--- src/rtl/io_adapter_pkg.sv ---
// Register map and helpers shared by the I/O adapter and its timer.
// Latency: n/a (types and constants only).
// Backpressure: n/a.
package io_adapter_pkg;

   // Read addresses (register_select[3] = 0)
   localparam logic [3:0] RD_PORTB       = 4'h0;
   localparam logic [3:0] RD_PORTA       = 4'h1;
   localparam logic [3:0] RD_DDRB        = 4'h2;
   localparam logic [3:0] RD_DDRA        = 4'h3;
   localparam logic [3:0] RD_T1_LO       = 4'h4;
   localparam logic [3:0] RD_T1_HI       = 4'h5;
   localparam logic [3:0] RD_IFR         = 4'h6;
   localparam logic [3:0] RD_SCRATCH     = 4'h7;

   // Write addresses (register_select[3] = 1)
   localparam logic [3:0] WR_ORB         = 4'h8;
   localparam logic [3:0] WR_ORA         = 4'h9;
   localparam logic [3:0] WR_DDRB        = 4'hA;
   localparam logic [3:0] WR_DDRA        = 4'hB;
   localparam logic [3:0] WR_T1_LATCH_LO = 4'hC;
   localparam logic [3:0] WR_T1_LOAD_HI  = 4'hD;
   localparam logic [3:0] WR_IFR         = 4'hE;
   localparam logic [3:0] WR_SCRATCH     = 4'hF;

   localparam int IFR_T1_BIT = 6;

   // One bidirectional port: output register plus its direction mask
   typedef struct packed {
      logic [7:0] out_reg;
      logic [7:0] ddr;
   } port_t;

   // Output-configured bits reflect the output register, input bits the pins
   function automatic logic [7:0] port_composite(input port_t p, input logic [7:0] pins);
      return (p.out_reg & p.ddr) | (pins & ~p.ddr);
   endfunction

endpackage

--- src/rtl/io_adapter_timer.sv ---
// 16-bit one-shot down-counter with low-byte latch and sticky timeout flag.
// Latency: load of N on edge k raises flag on edge k+N+1.
// Backpressure: none; loads and clears are accepted every edge.
module io_adapter_timer
   import io_adapter_pkg::*;
(
   input  logic        clk,
   input  logic        reset,
   input  logic        load_lo,
   input  logic        load_hi,
   input  logic        clr_flag,
   input  logic [7:0]  data_in,
   output logic [15:0] count,
   output logic        flag
);

   logic [7:0] latch_lo;
   logic       running;

   // Low-byte latch, consumed when the high byte starts the count
   always_ff @(posedge clk) begin
      if (reset)
         latch_lo <= 8'h00;
      else if (load_lo)
         latch_lo <= data_in;
   end

   // Count/flag: reload beats expiry, expiry beats a software clear
   always_ff @(posedge clk) begin
      if (reset) begin
         count   <= 16'h0000;
         running <= 1'b0;
         flag    <= 1'b0;
      end else if (load_hi) begin
         count   <= {data_in, latch_lo};
         running <= 1'b1;
         flag    <= 1'b0;
      end else if (running && count == 16'h0000) begin
         running <= 1'b0;
         flag    <= 1'b1;
      end else begin
         if (running)
            count <= count - 16'd1;
         if (clr_flag)
            flag <= 1'b0;
      end
   end

endmodule

--- src/rtl/io_interface_adapter.sv ---
// Memory-mapped dual 8-bit parallel port with optional one-shot timer (IA_TIMER_EN).
// Latency: reads combinational; writes visible right after the enabling edge.
// Backpressure: none; a held write repeats every edge while chip_en is high.
module io_interface_adapter
   import io_adapter_pkg::*;
(
   input  logic       clk,
   input  logic       reset,
   input  logic       chip_en,
   input  logic [3:0] register_select,
   input  logic [7:0] data_in,
   output logic [7:0] data_out,
   input  logic [7:0] port_a_in,
   input  logic [7:0] port_b_in,
   output logic [7:0] port_a_out,
   output logic [7:0] port_b_out
);

   port_t      port_a;
   port_t      port_b;
   logic [7:0] scratch;
   logic       wr_en;
   logic       rd_en;
   logic [15:0] t1_count;
   logic        t1_flag;

   // Bit 3 of the address carries the access direction
   assign wr_en = chip_en &  register_select[3];
   assign rd_en = chip_en & ~register_select[3];

   // Port, direction and scratch registers; idempotent under a held write
   always_ff @(posedge clk) begin
      if (reset) begin
         port_a  <= '0;
         port_b  <= '0;
         scratch <= 8'h00;
      end else if (wr_en) begin
         case (register_select)
            WR_ORB:     port_b.out_reg <= data_in;
            WR_ORA:     port_a.out_reg <= data_in;
            WR_DDRB:    port_b.ddr     <= data_in;
            WR_DDRA:    port_a.ddr     <= data_in;
            WR_SCRATCH: scratch        <= data_in;
            default:    ;
         endcase
      end
   end

`ifdef IA_TIMER_EN
   logic t1_load_lo;
   logic t1_load_hi;
   logic t1_clr;

   assign t1_load_lo = wr_en && (register_select == WR_T1_LATCH_LO);
   assign t1_load_hi = wr_en && (register_select == WR_T1_LOAD_HI);
   assign t1_clr     = wr_en && (register_select == WR_IFR) && data_in[IFR_T1_BIT];

   io_adapter_timer u_timer (
      .clk      (clk),
      .reset    (reset),
      .load_lo  (t1_load_lo),
      .load_hi  (t1_load_hi),
      .clr_flag (t1_clr),
      .data_in  (data_in),
      .count    (t1_count),
      .flag     (t1_flag)
   );
`else
   assign t1_count = 16'h0000;
   assign t1_flag  = 1'b0;
`endif

   // Read mux; idle bus value is zero
   always_comb begin
      data_out = 8'h00;
      if (rd_en) begin
         case (register_select)
            RD_PORTB:   data_out = port_composite(port_b, port_b_in);
            RD_PORTA:   data_out = port_composite(port_a, port_a_in);
            RD_DDRB:    data_out = port_b.ddr;
            RD_DDRA:    data_out = port_a.ddr;
            RD_T1_LO:   data_out = t1_count[7:0];
            RD_T1_HI:   data_out = t1_count[15:8];
            RD_IFR:     data_out = {1'b0, t1_flag, 6'b000000};
            RD_SCRATCH: data_out = scratch;
            default:    data_out = 8'h00;
         endcase
      end
   end

   // Input-configured pins drive zero
   assign port_a_out = port_a.out_reg & port_a.ddr;
   assign port_b_out = port_b.out_reg & port_b.ddr;

endmodule

--- config.mk ---
export PLATFORM = sky130hd
export DESIGN_NAME = io_interface_adapter
export DESIGN_NICKNAME = d
export VERILOG_FILES = /design/src/rtl/io_adapter_pkg.sv /design/src/rtl/io_adapter_timer.sv /design/src/rtl/io_interface_adapter.sv
export SDC_FILE = /design/constraint.sdc
export NUM_CORES = 1
export LEC_CHECK = 0
export BUFFER_PORTS_ARGS = -buffer_cell sky130_fd_sc_hd__buf_2
export CORE_ASPECT_RATIO = 1.5
export CORE_MARGIN = 10
export CORE_UTILIZATION = 52
export CTS_BUF_LIST = sky130_fd_sc_hd__clkbuf_16
export CTS_CLUSTER_DIAMETER = 60
export DETAILED_ROUTE_END_ITERATION = 12
export GPL_TIMING_DRIVEN = 0
export PLACE_DENSITY = 0.85
export SYNTH_ARGS = -nofsm -noshare
export SYNTH_HDL_FRONTEND = slang
export SYNTH_HIERARCHICAL = 1
export SYNTH_SLANG_ARGS = --single-unit
--- constraint.sdc ---
create_clock -name clk -period 1.7 [get_ports clk]
set_input_delay 0.34 -clock clk [delete_from_list [all_inputs] [get_ports clk]]
set_output_delay 0.34 -clock clk [all_outputs]
set_load 0.1 [all_outputs]
# Word-level counts from Yosys, hierarchy flattened
# Cells that the tools add are included.
# W data, S select, Z words.
[totals]
word_cells = 33
ff_bits = 40
[op_classes]
bitwise_logic = 11
reduce_logical = 6
eq_ne = 9
mux = 2
[ops]
columns = ["cell", "n"]
rows = [
  ["$pmux W8 S5", 1],
  ["$and A8 B8 Y8", 4],
  ["$eq A4 B4 Y1 const B", 5],
  ["$not A8 Y8", 2],
  ["$or A8 B8 Y8", 2],
  ["$reduce_and A2 Y1", 5],
  ["$eq A4 B2 Y1 const B", 2],
  ["$mux W8", 1],
  ["$eq A4 B1 Y1 const B", 1],
  ["$eq A4 B3 Y1 const B", 1],
  ["$logic_not A4 Y1", 1],
  ["$and A1 B1 Y1", 2],
  ["$not A1 Y1", 1],
]

# Depth between registers and ports, before layout
[depth]
depth_word = 5
ltp_mapped = 6
mapped_depth_nobuf = 4

# Worst setup path after synthesis
# Ideal clock, no wire load.
[synth_path]
path_type = "input-to-output"
from = "input port register_select[1]"
to = "output port data_out[0]"
path_buffers = 2
slack_ps = -1755
cell_stages = 6
arrival_ps = 3115
path_cell_list = "buf_2 buf_4 nor2_1 nand2_1 o21ai_0 o32ai_1"
[synth_between]
elab_chain_len = 3
elab_cells_between_ends = 7
cone_classes = "eq/ne (4); mux (2); reduce/logical (1)"
[synth_lines]
columns = ["element", "line", "source"]
rows = [
  ["from (decl)", "io_interface_adapter.sv:10", "input logic [3:0] register_select,"],
  ["$eq A4 B3 Y1, or another cell as far along", "io_interface_adapter.sv:77", "case (register_select)"],
  ["$pmux W8 S5 *", "io_interface_adapter.sv:77", ""],
  ["$mux W8 *", "io_interface_adapter.sv:76", "if (rd_en) begin"],
  ["to (decl)", "io_interface_adapter.sv:12", "output logic [7:0] data_out,"],
]
# Every way passes the cells marked *; elsewhere a longest branch is shown, timed or not.

# Worst setup path after layout
[layout_path]
from = "input port register_select[0]"
to = "output port data_out[3]"
# Same word-level chain as after synthesis.

==> impl_results.md <==
- Status: finished with violations
- Cells along the critical path: buf_8 > or4_4 > buf_12 > nor2_4 > a21oi_2 > o32ai_4 > buf_12
- Detail Route Antenna Nets: 0
- Post-Syn Nets: 287
- Routed wire length: 7300 µm
- Clock power frac: 44.5%
- Clk_skew: 0 ps
- Cell area after synthesis: 2080 µm²
- Area grow syn2layout: 50.8%
- Most common cell after layout, fill and taps aside: buf_2
- Minimum clock period: 1980 ps
- Die Y: 97.5 µm
- Crit path arrival time: 1640 ps
- Die ar.: 6980 µm²
- Drt pass-1 iters: 4
- Net Sw Frac: 24.5%
- Synth Area in Simple Gates: 25.8%
- Worst setup EP type: primary output
- RSZ-0062 raised after global routing: true
- Top FF cell, synth: dfxtp_1
- CP endpoint: data_out[3]
- Maximum vdd drop: 0.000913 V
- Synth cell types: 28
- Switch Pwr: 574 µW
- Routability Congestion: 0.847
- Post-synth EDFFs: 0
- Crit-path leading delay family: simple AND/OR/NAND/NOR gates
- Pre-CTS WS: -983 ps
- Tcrit/Tclk final: 117%
- Leakage: 0.00126 µW
- Initial antenna violation count: 0
- CTS tree: yes
- Hold_sp: data_in[4]
- First-pass GRT wire length: 11400 µm
- Power, Total: 2340 µW
- PD cells: 747 nW/µm²
- Residual DRC count: 0
- Synthesized instance count: 256
- Total core area: 3890 µm²
- Final WS setup: -282 ps
- Reg clk slew, reported paths: 60 ps
- Layout Cells excl Fill: 370
- Via count: 2164
- Routed len/inst: 19.7 µm
- Worst hold-check path type: input pin to flip-flop
- Via density: 5.85
- Buf+Inv Stages, Crit Path: 3
- Combinational Power Share: 14.6%
- Slowest cell on the critical path: or4_4
- Hold Violations, Final: 0
- R2R Path End: port_a[1]
- DP Wirelength: 4590 µm
- Final setup viols: 8
- Internal power: 1770 µW
- Reg2reg path depth: 2
- Critical path's most frequent cell: buf_12
- Seq/Total Area, Yosys: 38.5%
- Max cap viols: 0
- Slew @ Worst Pin: 637 ps
- Most frequent cells in the layout: buf_2 (46), dfxtp_1 (38), nor2_1 (33)
- Number of global-route vias before repair: 2263
- H-tree depth: 2
- Crit path kind: input pin to primary output
- Initial Util: 53.5%
- Port Buffers: 53
- Clk buf depth: 2
- Post-Syn Area per Cell: 8.12 µm²
- Critical path's largest stage delay: 540 ps
- Compound-Gate Fraction of Synth Area: 16.2%
- Worst EP required: 1360 ps
- Ys Warns: 6
- Critical path fanouts, max: 6
- Type of origin of the critical path: input pin
- Crit path depth: 7
- Clk_lat worst skew: 280 ps
- Initial DRC count: 106
- Row Count: 28
- R2r setup slk: 960 ps
- Post-Synth Adder-Cell Area: 0%
- CTS buffer count: 5
- Antenna fix cells: 0
- Layout cells sized above 1: 36.0%
- Placed Cells: 355
- Achievable Freq: 505 MHz
- Top Ports: 55
- Clock sink count: 40
- XOR/XNOR Fraction of Synth Area: 0%
- GRT Util Overall: 20.2%
- CP startpoint: register_select[0]
- Largest net degree at the start of global routing: 13
- FF-to-FF Start: port_a[1]
- Slew HR: 57.5%
- Chip width: 71.6 µm
- GR Overflow Total: 0
- Largest family of logic cells by synthesized area: simple AND/OR/NAND/NOR gates
- Sequential power share: 40.9%
- Fraction of registers with async set/reset: 0%
- Post-synthesis register bit count: 40
- Final Slew Violations: 0
- Layout Nets: 355
- Mux contribution to synthesized area: 15.5%
- Failing checks: setup timing
- Root buffer cell: clkbuf_16
kinds of logic after synthesis:
group | Yosys count
AOI/OAI and AO/OA | 59
buffers and inverters | 16
DFF | 40
muxes | 32
and+or+nand+nor | 109
worst min-delay path, cell delays in order:
cell	delay [ps]
buf_2	130
nand2_1	60
a21oi_1	50
synth_stat cells (6+ instances only):
cell type  instances  area share [%]
dfxtp_1           40              39
nor2_1            39             7.0
mux2i_1           30              14
nand2_1           28             5.1
a21oi_1           24             5.8
o21ai_0           22             5.3
and2_1            16             4.8
nor2b_1            8             2.4
clkbuf_1           7             1.3
buf_2              6             1.4
nor3b_1            6             2.2
o32ai_1            6             2.5
metrics by stage:
stage	util, %	setup TNS [ps]	hold slack [ps]	area, µm²
after detailed placement	66.1	-7590	474	2570
after global routing	80.6	-2140	336	3140
final	80.6	-1830	337	3140
after floorplan	-	-4240	459	2240
after global placement	65.8	-7710	470	2560
after CTS	78.6	-1850	332	3060
layer usage:
metal | share of wire (%) | global-route usage, % | routed length (µm)
met4 | 3.1 | 10.2 | 224
met1 | 36 | 21.4 | 2650
met2 | 54 | 35.1 | 3960
met5 | 0 | 0 | 0
met3 | 6.4 | 5.32 | 469
sequential cells by signal (all words and copies together), names as in the netlist:
name     cells
port_a      16
port_b      16
scratch      8
layout make-up:
| class | instances | area (µm²) |
|---|---|---|
| multi-input combinational | 200 | 1480 |
| fill | 258 | 753 |
| clock inverter | 3 | 37.5 |
| clock buffer | 5 | 125 |
| timing repair buffer | 61 | 493 |
| buffer | 16 | 141 |
| tap | 45 | 56.3 |
| sequential | 40 | 806 |
power groups by stage:
| stage | Sequential (µW) | Combinational, µW | Clock (µW) |
|---|---|---|---|
| finish | 959 | 342 | 1040 |
| global route | 960 | 362 | 1100 |
| CTS | 959 | 318 | 1050 |
| detailed placement | 979 | 265 | 0 |
| global placement | 978 | 258 | 0 |
| floorplan | 977 | 170 | 0 |
worst min path at each step:
stage                 endpoint  slack (ps)  cells past startpoint
floorplan           port_a[12]         460                      2
global placement    port_a[14]         470                      2
detailed placement  port_a[14]         470                      2
CTS                 port_a[12]         330                      3
global route        port_a[12]         340                      3
finish              port_a[12]         340                      3
repair_timing:
action | CTS | global route
resized for setup | 79 | 15
setup endpoints to repair | 8 | 8
pin swaps | 17 | 1
buffers inserted | 4 | 3
hold buffers | 0 | 0
No activity file was read; power rests on OpenSTA's default activity.
